<file path="config.mk">
export PLATFORM = sky130hd
export DESIGN_NAME = game_sequencer
export DESIGN_NICKNAME = d
export VERILOG_FILES = /design/src/rtl/game_sequencer.sv
export SDC_FILE = /design/constraint.sdc
export NUM_CORES = 1
export LEC_CHECK = 0
export ABC_AREA = 1
export ABC_CLOCK_PERIOD_IN_PS = 1750
export BUFFER_PORTS_ARGS = -buffer_cell sky130_fd_sc_hd__buf_2
export CORE_MARGIN = 1
export CORE_UTILIZATION = 55
export DETAILED_ROUTE_END_ITERATION = 8
export GPL_TIMING_DRIVEN = 0
export PLACE_DENSITY = 0.75
export SLEW_MARGIN = 10
export SYNTH_ARGS = -nofsm -noshare
export SYNTH_HDL_FRONTEND = slang
export SYNTH_SLANG_ARGS = --single-unit
</file>
<file path="constraint.sdc">
create_clock -name clk -period 1.75 [get_ports clk]
set_input_delay 0.2625 -clock clk [delete_from_list [all_inputs] [get_ports clk]]
set_output_delay 0.2625 -clock clk [all_outputs]
set_load 0.02 [all_outputs]
</file>
<file path="src/rtl/game_sequencer.sv">
`default_nettype none
// ============================================================================
//  Module      : game_sequencer
//  Description : Game-flow controller for the Flappy Bird VGA design.
//                Debounces the start/flap buttons, runs the
//                IDLE/PLAY/DYING/OVER state machine, issues single-cycle
//                move-tick enables and object resets, and keeps the
//                current and best scores in BCD.
//  Ports       : clk         - system clock
//                rst         - asynchronous reset, active low
//                btn_start   - raw start/restart button (asynchronous)
//                btn_flap    - raw flap button (asynchronous)
//                collide     - bird overlap level (synchronous)
//                pipe_passed - one-cycle pulse when a pipe passes the bird
//                move_en     - one-cycle move tick for object controllers
//                flap        - one-cycle flap command (PLAY only)
//                freeze      - high when pipes must not move
//                objs_rst    - reset to block/pipe controllers (IDLE)
//                state       - 00 IDLE, 01 PLAY, 10 DYING, 11 OVER
//                score_bcd   - current score, 4 BCD digits
//                best_bcd    - best score since reset, 4 BCD digits
//  Revision    : 1.0 - initial release
// ============================================================================
module game_sequencer #(
    parameter int TICK_DIV    = 1048576,
    parameter int DEB_CYCLES  = 500000,
    parameter int DEATH_TICKS = 64
) (
    input  logic        clk,
    input  logic        rst,
    input  logic        btn_start,
    input  logic        btn_flap,
    input  logic        collide,
    input  logic        pipe_passed,
    output logic        move_en,
    output logic        flap,
    output logic        freeze,
    output logic        objs_rst,
    output logic [1:0]  state,
    output logic [15:0] score_bcd,
    output logic [15:0] best_bcd
);

    localparam int c_tick_w  = $clog2(TICK_DIV);
    localparam int c_deb_w   = $clog2(DEB_CYCLES);
    localparam int c_death_w = $clog2(DEATH_TICKS + 1);

    localparam logic [c_tick_w-1:0]  c_tick_last  = c_tick_w'(TICK_DIV - 1);
    localparam logic [c_deb_w-1:0]   c_deb_last   = c_deb_w'(DEB_CYCLES - 1);
    localparam logic [c_death_w-1:0] c_death_last = c_death_w'(DEATH_TICKS - 1);

    typedef enum logic [1:0] {
        ST_IDLE  = 2'b00,
        ST_PLAY  = 2'b01,
        ST_DYING = 2'b10,
        ST_OVER  = 2'b11
    } state_t;

    // BCD +1 with per-digit carry, holding at 9999.
    function automatic logic [15:0] bcd_inc(input logic [15:0] v);
        logic [15:0] res;
        logic        carry;
        res   = v;
        carry = 1'b1;
        if (v != 16'h9999) begin
            for (int d = 0; d < 4; d++) begin
                if (carry) begin
                    if (res[4*d +: 4] == 4'd9) begin
                        res[4*d +: 4] = 4'd0;
                    end else begin
                        res[4*d +: 4] = res[4*d +: 4] + 4'd1;
                        carry         = 1'b0;
                    end
                end
            end
        end
        return res;
    endfunction

    // ------------------------------------------------------------------
    // Button conditioning
    // ------------------------------------------------------------------
    // r_live goes high once the synchronizers hold genuine input samples,
    // so a button can only be armed by a real released level. A button
    // held through reset therefore never arms until it is let go, and its
    // first debounced rise after reset is not reported as a press.
    logic [1:0] r_live;
    logic       w_live;
    logic [1:0] w_btn_raw;
    logic [1:0] w_press;
    logic       w_start_p;
    logic       w_flap_p;

    assign w_live    = r_live[1];
    assign w_btn_raw = {btn_flap, btn_start};
    assign w_start_p = w_press[0];
    assign w_flap_p  = w_press[1];

    always_ff @(posedge clk or negedge rst) begin
        if (!rst) begin
            r_live <= 2'b00;
        end else begin
            r_live <= {r_live[0], 1'b1};
        end
    end

    for (genvar gi = 0; gi < 2; gi++) begin : g_btn
        logic               r_sync1;
        logic               r_sync2;
        logic               r_deb;
        logic               r_deb_d;
        logic               r_armed;
        logic               r_press;
        logic [c_deb_w-1:0] r_cnt;

        always_ff @(posedge clk or negedge rst) begin
            if (!rst) begin
                r_sync1 <= 1'b0;
                r_sync2 <= 1'b0;
                r_deb   <= 1'b0;
                r_deb_d <= 1'b0;
                r_armed <= 1'b0;
                r_press <= 1'b0;
                r_cnt   <= '0;
            end else begin
                r_sync1 <= w_btn_raw[gi];
                r_sync2 <= r_sync1;
                // Count consecutive disagreeing cycles; any agreement restarts.
                if (r_sync2 == r_deb) begin
                    r_cnt <= '0;
                end else if (r_cnt == c_deb_last) begin
                    r_deb <= r_sync2;
                    r_cnt <= '0;
                end else begin
                    r_cnt <= r_cnt + 1'b1;
                end
                r_armed <= r_armed | (w_live & ~r_sync2 & ~r_deb);
                r_deb_d <= r_deb;
                r_press <= r_armed & r_deb & ~r_deb_d;
            end
        end

        assign w_press[gi] = r_press;
    end

    // ------------------------------------------------------------------
    // Free-running tick, state machine, score
    // ------------------------------------------------------------------
    state_t                 r_state;
    state_t                 w_state_next;
    logic [c_tick_w-1:0]    r_tick_cnt;
    logic [c_death_w-1:0]   r_death_cnt;
    logic                   w_tick;
    logic                   r_move_en;
    logic                   r_flap;
    logic                   r_freeze;
    logic                   r_objs_rst;
    logic [15:0]            r_score;
    logic [15:0]            r_best;

    assign w_tick = (r_tick_cnt == c_tick_last);

    always_comb begin
        w_state_next = r_state;
        case (r_state)
            ST_IDLE:  if (w_start_p || w_flap_p) w_state_next = ST_PLAY;
            ST_PLAY:  if (collide) w_state_next = ST_DYING;
            ST_DYING: if (w_tick && (r_death_cnt == c_death_last)) w_state_next = ST_OVER;
            ST_OVER:  if (w_start_p) w_state_next = ST_IDLE;
            default:  w_state_next = ST_IDLE;
        endcase
    end

    always_ff @(posedge clk or negedge rst) begin
        if (!rst) begin
            r_state     <= ST_IDLE;
            r_tick_cnt  <= '0;
            r_death_cnt <= '0;
            r_move_en   <= 1'b0;
            r_flap      <= 1'b0;
            r_freeze    <= 1'b1;
            r_objs_rst  <= 1'b1;
            r_score     <= 16'h0000;
            r_best      <= 16'h0000;
        end else begin
            r_state    <= w_state_next;
            r_tick_cnt <= w_tick ? '0 : r_tick_cnt + 1'b1;

            // Held at zero outside DYING, so it is clear on every DYING
            // entry; the tick of the entry cycle is seen in PLAY and ignored.
            if (r_state != ST_DYING) begin
                r_death_cnt <= '0;
            end else if (w_tick) begin
                r_death_cnt <= r_death_cnt + 1'b1;
            end

            r_move_en  <= w_tick & ((r_state == ST_PLAY) || (r_state == ST_DYING));
            r_flap     <= w_flap_p & (r_state == ST_PLAY);
            // Derived from the next state so they change with the state output.
            r_freeze   <= (w_state_next != ST_PLAY);
            r_objs_rst <= (w_state_next == ST_IDLE);

            // A collision in the same cycle as a pipe pass forfeits the point.
            if ((r_state == ST_IDLE) && (w_state_next == ST_PLAY)) begin
                r_score <= 16'h0000;
            end else if ((r_state == ST_PLAY) && pipe_passed && !collide) begin
                r_score <= bcd_inc(r_score);
            end

            // Packed BCD orders the same as binary.
            if ((r_state == ST_DYING) && (w_state_next == ST_OVER) && (r_score > r_best)) begin
                r_best <= r_score;
            end
        end
    end

    assign move_en   = r_move_en;
    assign flap      = r_flap;
    assign freeze    = r_freeze;
    assign objs_rst  = r_objs_rst;
    assign state     = r_state;
    assign score_bcd = r_score;
    assign best_bcd  = r_best;

endmodule
`default_nettype wire
</file>
==> results of run 1 <==
[metal layers]
layer  GRT usage [%]  up-vias
met5               0        -
met3            6.69      103
met1            33.7     2977
met4            16.7        0
met2            50.0      266
li1                -     2679
[cell usage after synthesis, types with 2 or more instances]
library cell  count  area [um2]
nor3b_1           7        52.6
nand3b_1          2        15.0
nor4_1            8        50.1
a211oi_1          3        22.5
buf_8             2        30.0
o31ai_1           3        22.5
nor2_2            4        25.0
nand2_2           9        56.3
a21oi_1          32         160
inv_1           110         413
nor2_4            4        45.0
dfstp_2           2        52.6
xor2_1           17         149
o211ai_1          7        52.6
nand4_1          23         144
nand2_4           3        33.8
ha_1             33         413
o21ai_2          14         123
buf_2             3        15.0
mux2_2            2        22.5
xnor2_1           6        52.6
nand2_1         131         492
clkbuf_1          2        7.51
nor2_1           82         308
nand3_1          33         165
o21ai_0          25         125
dfrtp_1         115        2880
nor3_1           20         100
o21bai_1          4        30.0
[metrics by stage]
step | area, um2 | setup TNS (ns) | util (%) | cells
6_report | 9020 | -11.79 | 82.5 | 1033
3_5_place_dp | 6790 | -11.28 | 62.1 | 907
3_3_place_gp | 6760 | -126.35 | 61.8 | 906
2_1_floorplan | 6370 | -0.538 | - | 723
5_1_grt | 9020 | -15.09 | 82.5 | 1033
4_1_cts | 8320 | -4.12 | 76.1 | 994
[registers in the layout (all words and copies together) (netlist names)]
register	flops
r_death_cnt	7
g_btn.r_sync2	2
move_en	1
g_btn.r_deb	2
state	2
g_btn.r_sync1	2
g_btn.r_deb_d	2
r_tick_cnt	20
g_btn.r_cnt	38
best_bcd	16
objs_rst	1
flap	1
g_btn.r_armed	2
g_btn.r_press	2
freeze	1
r_live	2
score_bcd	16
[final cells by class]
class	instances	area, um2
fill	559	1910
sequential	117	2970
clock inverter	15	253
tap	140	175
multi-input combinational	486	3570
timing repair buffer	138	1070
buffer	8	116
inverter	112	437
clock buffer	17	425
[worst max-delay path: cells and delay by family, from the launching register on]
| family | cells | cell delay (ns) |
|---|---|---|
| compound gates | 1 | 0.11 |
| buf+inv | 1 | 0.19 |
| fa+ha+maj | 1 | 0.21 |
| simple gates | 10 | 1.13 |
| flops | 1 | 0.38 |
[power by group through the flow]
stage          Combinational, uW  Clock, uW  Sequential [uW]
2_1_floorplan               37.0          0             2780
3_3_place_gp                 105          0             2780
3_5_place_dp                 118          0             2790
4_1_cts                      136       4040             2740
5_1_grt                      186       4190             2750
6_report                     165       4040             2750
[worst min path at each step]
stage                     cells after the start           startpoint                       end  slack [ns]
after floorplan                               0                  rst   best_bcd[0]$_DFFE_PN0P_       -0.03
after global placement                        0  r_live[0]$_DFF_PN0_       r_live[1]$_DFF_PN0_        0.33
after detailed placement                      1                  rst  r_tick_cnt[11]$_DFF_PN0_        0.20
after global routing                          2                  rst  r_tick_cnt[11]$_DFF_PN0_        0.36
final                                         2                  rst  r_tick_cnt[11]$_DFF_PN0_        0.31
after CTS                                     2                  rst  r_tick_cnt[11]$_DFF_PN0_        0.33
[repair_timing]
item                       4_1_cts  5_1_grt
hold endpoints to repair        39        0
pin swaps                       31       60
setup endpoints to repair       67       60
hold buffers                     3        0
buffers inserted                49       40
gates resized for setup        113      106
gates cloned                     3        2
[cells by family (layout without fill, tap and decap cells)]
kind of cell             after synthesis  count (layout)  share of synthesized area (%)
other                                  1               1                         0.0604
adder cells (fa/ha/maj)               33              33                           6.65
AO/OA/AOI/OAI                         93              93                           9.17
buffers and inverters                120             290                           7.80
flip-flops                           117             117                           47.2
AND/OR/NAND/NOR                      334             334                           25.5
XOR/XNOR                              23              23                           3.25
multiplexers                           2               2                          0.363
==> flow_metrics.tcl, run 1 <==
set metrics [dict create \
    outcome "complete, but fails checks" \
    violations "setup timing" \
    gr-total-overflow 0 \
    synthArstFlopShare_pct 100 \
    cts_tree "done" \
    drtPass1Iterations 7 \
    viasPerCell 5.83 \
    die-area_mm2 0.0117 \
    reg2reg_setup_slack_ns -0.42 \
    cts_max_level 4 \
    synth_area_mm2 0.00621 \
    drive_gt1_share_pct 44.5 \
    endpoint "score_bcd[4]$_DFFE_PN0P_" \
    nets 919 \
    r2r-end "score_bcd[4]$_DFFE_PN0P_" \
    place_hpwl_um 8990 \
    hold_violations 0 \
    cts_buffers 17 \
    io_buffers 43 \
    insertedDiodeCount 0 \
    vias 6025 \
    rsz0062_at_grt "true" \
    wl_met1_um 7400 \
    core_area_mm2 0.0109 \
    cpMaxStageDelayCell "dfrtp_1" \
    fp.dieW_um 108 \
    cp.required_ns 2.03 \
    grt_first_pass_wirelength_um 26100 \
    clkPwrFrac_pct 58.1 \
    layout.cells.most_common "nand2_1" \
    finalCritPeriodShare_pct 124 \
    swShare_pct 21.3 \
    drtIter0Drc 453 \
    grt_antenna_before_repair 0 \
    synth_enable_flop_cells 0 \
    root_buffer "clkbuf_16" \
    synth_ff_type "dfrtp_1" \
    cp_common_cell "nand2_2" \
    ir_worst_vdd_v 0.000733 \
    ys_types 46 \
    worstSetupPathType "reg2reg" \
    start_util_pct 56.8 \
    p_int_uw 5470 \
    wirelength_um 19400 \
    wl_met2_um 9830 \
    io_pins 44 \
    dp_slack_ns -0.305 \
    worstReg2RegStart "r_tick_cnt[0]$_DFF_PN0_" \
    yosys_warnings 0 \
    cp-end-kind "register" \
    dr_wl_met3_um 1140 \
    power_frac_comb_pct 2.4 \
    path_max_fanout 5 \
    yosysSeqAreaShare_pct 47.2 \
    leakagePower_uw 0.00442 \
    grtUsageTotal_pct 29.3 \
    setup_ws_ns -0.419 \
    crit_arrival_ns 2.45 \
    highest_layer "met4" \
    final_cell_mix "nand2_1, inv_1, dfrtp_1" \
    critPathLaunch "r_tick_cnt[0]$_DFF_PN0_" \
    clock_sinks 117 \
    startpoint_type "register" \
    area_delta_synth_final_pct 45.4 \
    clk_pin_slew_ns 0.06 \
    synth_seq_cells 117 \
    grt_max_degree 79 \
    die_h_um 108 \
    finalClockSkew_ns 0.00630 \
    slowest_delay_ns 0.38 \
    wl_per_cell_um 18.8 \
    setup_viol 52 \
    cap_violations 0 \
    power.density_mw_per_mm2 770 \
    ant_nets 0 \
    ff2ff_path_depth 13 \
    synth_cells 723 \
    drc 0 \
    crit_chain "ha_2 -> nand2_2 -> nor2_4 -> nand2_4 -> nor2_4 -> nand3_2 -> nand2_2 -> nand2_2 -> nand2_4 -> nand4_4 -> buf_6 -> o211ai_1 -> nand2_1" \
    hold_slack_ns 0.305 \
    fmax_mhz 461 \
    gp_congestion 0.855 \
    finalPower_uw 6950 \
    syn_nets 762 \
    clock_latency_ns 0.43 \
    switchingPower_uw 1480 \
    slew_violations 0 \
    grt_pass1_vias 5579 \
    clock_path_buffers 2 \
    period_needed_ns 2.17 \
    rows 38 \
    avgSynthCellArea_um2 8.58 \
    worstHoldPathType "in2async" \
    p_seq_share_pct 39.5 \
]
Note: power is estimated with default switching activity, not from simulation.
==> run 2: changes to the inputs <==
- PLACE_DENSITY: 0.75 -> 0.73
- REMOVE_ABC_BUFFERS: default -> 1
==> run 2 against run 1 <==
Sequential cell count unchanged. Die area unchanged. Hold slack worse by 0.012 ns. Wire length shrank 2.4%. Global-route usage down 0.99 points. Critical path type unchanged. First-iteration DRC count grew 7.7%. Clock skew shrank 0.00055 ns. The flow still finishes with violations (setup timing). Core utilization is 1.5 points lower. Design area down 1.8%. Final cell count shrank 0.58%.
==> flow_metrics.tcl, run 2 (synthesized netlist as in run 1, its figures left out) <==
set metrics [dict create \
    layout.cells.most_common "nand2_1" \
    finalCritPeriodShare_pct 125 \
    fmax_mhz 458 \
    gr-total-overflow 0 \
    cts_buffers 17 \
    viasPerCell 5.78 \
    setup_ws_ns -0.434 \
    grt_pass1_vias 5373 \
    top_regs "g_btn.r_cnt (38), r_tick_cnt (20)" \
    clk_pin_slew_ns 0.06 \
    io_buffers 43 \
    endpoint "score_bcd[4]$_DFFE_PN0P_" \
    dp_cells 899 \
    cts_max_level 4 \
    cts_tree "done" \
    clock_latency_ns 0.43 \
    drive_gt1_share_pct 39.6 \
    ir_worst_vdd_v 0.000744 \
    period_needed_ns 2.18 \
    place_hpwl_um 8420 \
    slew_violations 0 \
    hold_violations 0 \
    finalPower_uw 6690 \
    startpoint_type "register" \
    power.density_mw_per_mm2 754 \
    r2r-end "score_bcd[4]$_DFFE_PN0P_" \
    area_delta_synth_final_pct 42.8 \
    crit_arrival_ns 2.49 \
    die-area_mm2 0.0117 \
    rows 38 \
    drtIter0Drc 488 \
    clock_sinks 117 \
    critPathLaunch "r_death_cnt[0]$_DFFE_PN0P_" \
    clock_path_buffers 2 \
    grt_first_pass_wirelength_um 25200 \
    cap_violations 0 \
    die_h_um 108 \
    reg2reg_setup_slack_ns -0.43 \
    io_pins 44 \
    nets 913 \
    ff2ff_path_depth 11 \
    finalClockSkew_ns 0.00574 \
    root_buffer "clkbuf_16" \
    wl_per_cell_um 18.4 \
    rsz0062_at_grt "true" \
    final_cells 1027 \
    final_cell_mix "nand2_1, dfrtp_1, inv_1" \
    fp.dieW_um 108 \
    insertedDiodeCount 0 \
    violations "setup timing" \
    top_register "g_btn.r_cnt" \
    leakagePower_uw 0.00446 \
    drc 0 \
    outcome "complete, but fails checks" \
    cp.required_ns 2.05 \
    worstReg2RegStart "r_death_cnt[0]$_DFFE_PN0P_" \
    wirelength_um 18900 \
    cp-end-kind "register" \
    worstSetupPathType "reg2reg" \
    grtUsageTotal_pct 28.3 \
    ant_nets 0 \
    setup_viol 47 \
    vias 5932 \
    gp_congestion 0.855 \
    worstHoldPathType "in2async" \
    core_area_mm2 0.0109 \
    largest_reg_flops 38 \
    grt_antenna_before_repair 0 \
    path_max_fanout 6 \
    start_util_pct 56.8 \
    grt_max_degree 87 \
    drtPass1Iterations 6 \
]
## run 2: cell count changes in the layout (fill, tap and decap cells not counted), sizes merged
cell      before  now
clkbuf        19   21
clkinvlp       3    4
clkinv         5    4
nand4         24   27
nor2          91   92
a31o           1    2
inv          113  112
bufinv         6    4
buf          141  131
## run 2: through the flow
stage / hold WS, ns / worst slack [ns] / cell area (um2) / util (%) / setup TNS (ns)
after global routing: 0.321 / -0.482 / 8860 / 81.0 / -16.93
after CTS: 0.304 / -0.188 / 8080 / 73.9 / -5.02
after detailed placement: 0.169 / -0.816 / 6570 / 60.0 / -25.52
final: 0.293 / -0.434 / 8860 / 81.0 / -12.50
after global placement: 0.332 / -1.01 / 6530 / 59.7 / -137.11
after floorplan: -0.0331 / -0.460 / 6140 / - / -11.44
## run 2: power breakdown
group | internal, uW | leakage [uW] | switching [uW]
sequential | 2730 | 0.00147 | 17.3
clock | 2450 | 0.000298 | 1330
combinational | 57.4 | 0.00268 | 106
## run 2: area by class of cell
cell class,instances,area (um2)
Clock inverter,12,178
Tap cell,140,175
Timing Repair Buffer,135,1060
Clock buffer,20,457
Inverter,112,438
Fill cell,584,2070
Sequential cell,117,2950
Multi-Input combinational cell,491,3600
## run 2: how the worst min path moves through the flow
stage | end | slack (ns) | cells past startpoint
after global placement | r_live[1]$_DFF_PN0_ | 0.33 | 0
final | r_tick_cnt[11]$_DFF_PN0_ | 0.29 | 2
after detailed placement | r_tick_cnt[9]$_DFF_PN0_ | 0.17 | 1
after floorplan | best_bcd[0]$_DFFE_PN0P_ | -0.03 | 0
after global routing | move_en$_DFF_PN0_ | 0.32 | 2
after CTS | move_en$_DFF_PN0_ | 0.30 | 2
## run 2: what timing repair did
action,in CTS,in global routing
endpoints found under the hold margin,33,0
buffers inserted,57,33
hold buffers,3,0
cloned,3,3
setup endpoints to repair,62,72
pin swaps,28,57
gates resized for setup,95,135
## run 2: metal layers
metal | share of wire [%] | track usage, % | routed length, um
met5 | 0 | 0 | 0
met4 | 4.1 | 15.1 | 770
met3 | 6.5 | 6.87 | 1220
met2 | 51 | 47.2 | 9710
met1 | 38 | 33.7 | 7200
## run 2: critical path, cell delays in order (launching register included)
cell and delay (ns):
dfrtp_1 0.40, ha_1 0.23, nand3_1 0.19, nor3_1 0.28
nand3_2 0.13, nand2_2 0.09, nand2_4 0.07, nand2_8 0.11
buf_6 0.11, nand4_4 0.17, nand4_1 0.20, nand2_1 0.09
==> run 3: changes to the inputs <==
- ABC_AREA: 1 -> default
- CORE_UTILIZATION: 55 -> 54
- PLACE_DENSITY: 0.73 -> 0.72
==> run 3 against run 2 <==
The run still ends with setup timing left. Synthesized cell count down 24%. Sequential power about the same. Sequential cell count unchanged. Worst setup slack worse by 0.063 ns. Core utilization down 6.3 points. Count of clock-buffer cells in the layout up 3. Total power down 1.2%. Combinational power down 30%. Sequential share of layout area up 4.7 points. Synthesized area down 6.5%. Register-to-register slack worse by 0.06 ns. Wire length down 28%. Critical path type unchanged. Critical endpoint is now score_bcd[15]$_DFFE_PN0P_. Largest cell class unchanged. Largest power group unchanged.
==> flow_metrics.tcl, run 3 <==
set metrics [dict create \
    final_cell_mix "dfrtp_1, nor2_1, buf_4" \
    synth_seq_cells 117 \
    grtUsageTotal_pct 24.7 \
    drc 0 \
    ir_worst_vdd_v 0.000743 \
    wl_met2_um 7070 \
    reg2reg_setup_slack_ns -0.50 \
    io_pins 44 \
    worst-path-stages 9 \
    setup_viol 41 \
    ant_nets 0 \
    top_regs "g_btn.r_cnt (38), r_tick_cnt (20)" \
    crit_arrival_ns 2.65 \
    viasPerCell 5.57 \
    synth_enable_flop_cells 0 \
    fp.dieW_um 106 \
    synth_cells 551 \
    synth_fa_ha_area_share_pct 7.12 \
    worstSetupPathType "reg2reg" \
    synth_ff_type "dfrtp_1" \
    clock_sinks 117 \
    area_delta_synth_final_pct 33.7 \
    power.density_mw_per_mm2 852 \
    cpMaxStageDelayCell "a2111o_1" \
    grt_antenna_before_repair 0 \
    worstReg2RegStart "score_bcd[13]$_DFFE_PN0P_" \
    startpoint_type "register" \
    grt_pass1_vias 4506 \
    cts_buffers 17 \
    clock_path_buffers 2 \
    leakagePower_uw 0.00361 \
    outcome "complete, but fails checks" \
    grt_max_degree 64 \
    r2r-end "score_bcd[15]$_DFFE_PN0P_" \
    largest_reg_flops 38 \
    slowest_delay_ns 0.47 \
    hold_violations 0 \
    yosys-top-cells-count "dfrtp_1, nor2_1, nand2_1" \
    slew_violations 0 \
    layout.cells.most_common "dfrtp_1" \
    cts_max_level 4 \
    cts_tree "done" \
    path_max_fanout 4 \
    clk_pin_slew_ns 0.05 \
    vias 4546 \
    drtPass1Iterations 5 \
    yosysSeqAreaShare_pct 50.5 \
    violations "setup timing" \
    synth_top_family_by_area "simple AND/OR/NAND/NOR gates" \
    cp-end-kind "register" \
    clock_latency_ns 0.53 \
    place_hpwl_um 7500 \
    drive_gt1_share_pct 34.3 \
    hold_slack_ns 0.254 \
    worst_pin_slew_ns 0.516 \
    synth_xor_area_share_pct 8.91 \
    ff2ff_path_depth 9 \
    slew_headroom_pct 65.6 \
    avgSynthCellArea_um2 10.5 \
    register_area_mm2 0.00295 \
    io_buffers 43 \
    die-area_mm2 0.0112 \
    crit_chain "buf_6 -> inv_4 -> ha_4 -> and3b_2 -> a2111o_1 -> nor3_4 -> nand4_1 -> xor2_1 -> nor2_1" \
    synthSimpleGateAreaFrac_pct 20.2 \
    finalClockSkew_ns 0.00633 \
    die_h_um 106 \
    muxShareOfSynthArea_pct 4.66 \
    cp.required_ns 2.16 \
    finalCritPeriodShare_pct 128 \
    synth-compound-area-share_pct 5.46 \
    dr_wl_met3_um 520 \
    cp.buffers_inverters 2 \
    synth_area_mm2 0.00580 \
    cap_violations 0 \
    ys_types 59 \
    gr-total-overflow 0 \
    drtIter0Drc 215 \
    nets 707 \
    top_register "g_btn.r_cnt" \
    period_needed_ns 2.25 \
    grt_first_pass_wirelength_um 21300 \
    insertedDiodeCount 0 \
    final_util_pct 74.8 \
    wl_per_cell_um 16.7 \
    start_util_pct 55.9 \
    gp_congestion 0.795 \
    yosysMostFrequentCell "dfrtp_1" \
    root_buffer "clkbuf_8" \
    n_fill_cell 670 \
    wirelength_um 13600 \
    yosysTopAreaCell "dfrtp_1" \
    synthTopCellsByArea "dfrtp_1, ha_1, xor2_1, nor2_1, xnor2_1" \
    synthArstFlopShare_pct 100 \
    wl_met1_um 5680 \
    synth_top_area_share_pct 49.6 \
    rows 37 \
    worstHoldPathType "in2async" \
    highest_layer "met4" \
    yosys_warnings 0 \
    rsz0062_at_grt "true" \
    core_area_mm2 0.0104 \
    setup_ws_ns -0.497 \
    multi_input_area_mm2 0.00311 \
    crit_family "simple AND/OR/NAND/NOR gates" \
    fmax_mhz 445 \
]
run 3: cell families (layout without fill, tap and decap cells):
| family | after synthesis | count (layout) |
|---|---|---|
| buffers and inverters | 39 | 166 |
| adder cells (fa/ha/maj) | 33 | 33 |
| multiplexers | 23 | 23 |
| AND/OR/NAND/NOR | 231 | 233 |
| XOR/XNOR | 59 | 59 |
| flip-flops | 117 | 117 |
| AO/OA/AOI/OAI | 48 | 48 |
| other | 1 | 1 |
run 3: final cells by class:
type                       instances  share of cell area (%)
tap                              136                    2.19
inverter                          30                    1.61
timing repair buffer             105                    9.88
multi-input combinational        397                    40.1
clock inverter                     8                    2.21
clock buffer                      23                    6.02
sequential                       117                    38.0
run 3: what timing repair did:
action                     in CTS  in global routing
hold buffers                    3                  0
buffers inserted               36                 23
pin swaps                      31                 29
hold endpoints to repair       54                  0
gates resized for setup        72                 46
setup endpoints to repair      73                 77
cloned                          1                  1
run 3: where the power goes:
group	switching, uW	leakage [uW]	total [uW]	internal (uW)
Clock	1190	0.000308	3750	2560
Sequential	14.9	0.00153	2740	2730
Combinational	82.1	0.00177	114	32.4
run 3: stage by stage:
step / setup slack [ns] / instances / instance area, um2 / setup TNS (ns) / total power [uW]
final: -0.497 / 816 / 7750 / -13.40 / 6610
after floorplan: -0.678 / 542 / 5730 / -21.54 / 2820
after global placement: -1.02 / 721 / 6120 / -156.00 / 2880
after CTS: -0.464 / 793 / 7390 / -13.05 / 6640
after detailed placement: -1.06 / 722 / 6160 / -43.96 / 2900
after global routing: -0.567 / 816 / 7750 / -15.93 / 6780
run 3: routing by layer:
metal	up-vias	track usage [%]
met4	0	10.5
met3	33	7.17
met2	104	42.3
li1	2126	-
met5	-	0
met1	2283	28.8
run 3: how the worst max path moves through the flow:
stage | from | endpoint
after floorplan | score_bcd[13]$_DFFE_PN0P_ | best_bcd[0]$_DFFE_PN0P_
after global placement | state[0]$_DFF_PN0_ | score_bcd[5]$_DFFE_PN0P_
after detailed placement | state[0]$_DFF_PN0_ | score_bcd[12]$_DFFE_PN0P_
after CTS | best_bcd[13]$_DFFE_PN0P_ | best_bcd[10]$_DFFE_PN0P_
after global routing | score_bcd[13]$_DFFE_PN0P_ | score_bcd[15]$_DFFE_PN0P_
final | score_bcd[13]$_DFFE_PN0P_ | score_bcd[15]$_DFFE_PN0P_
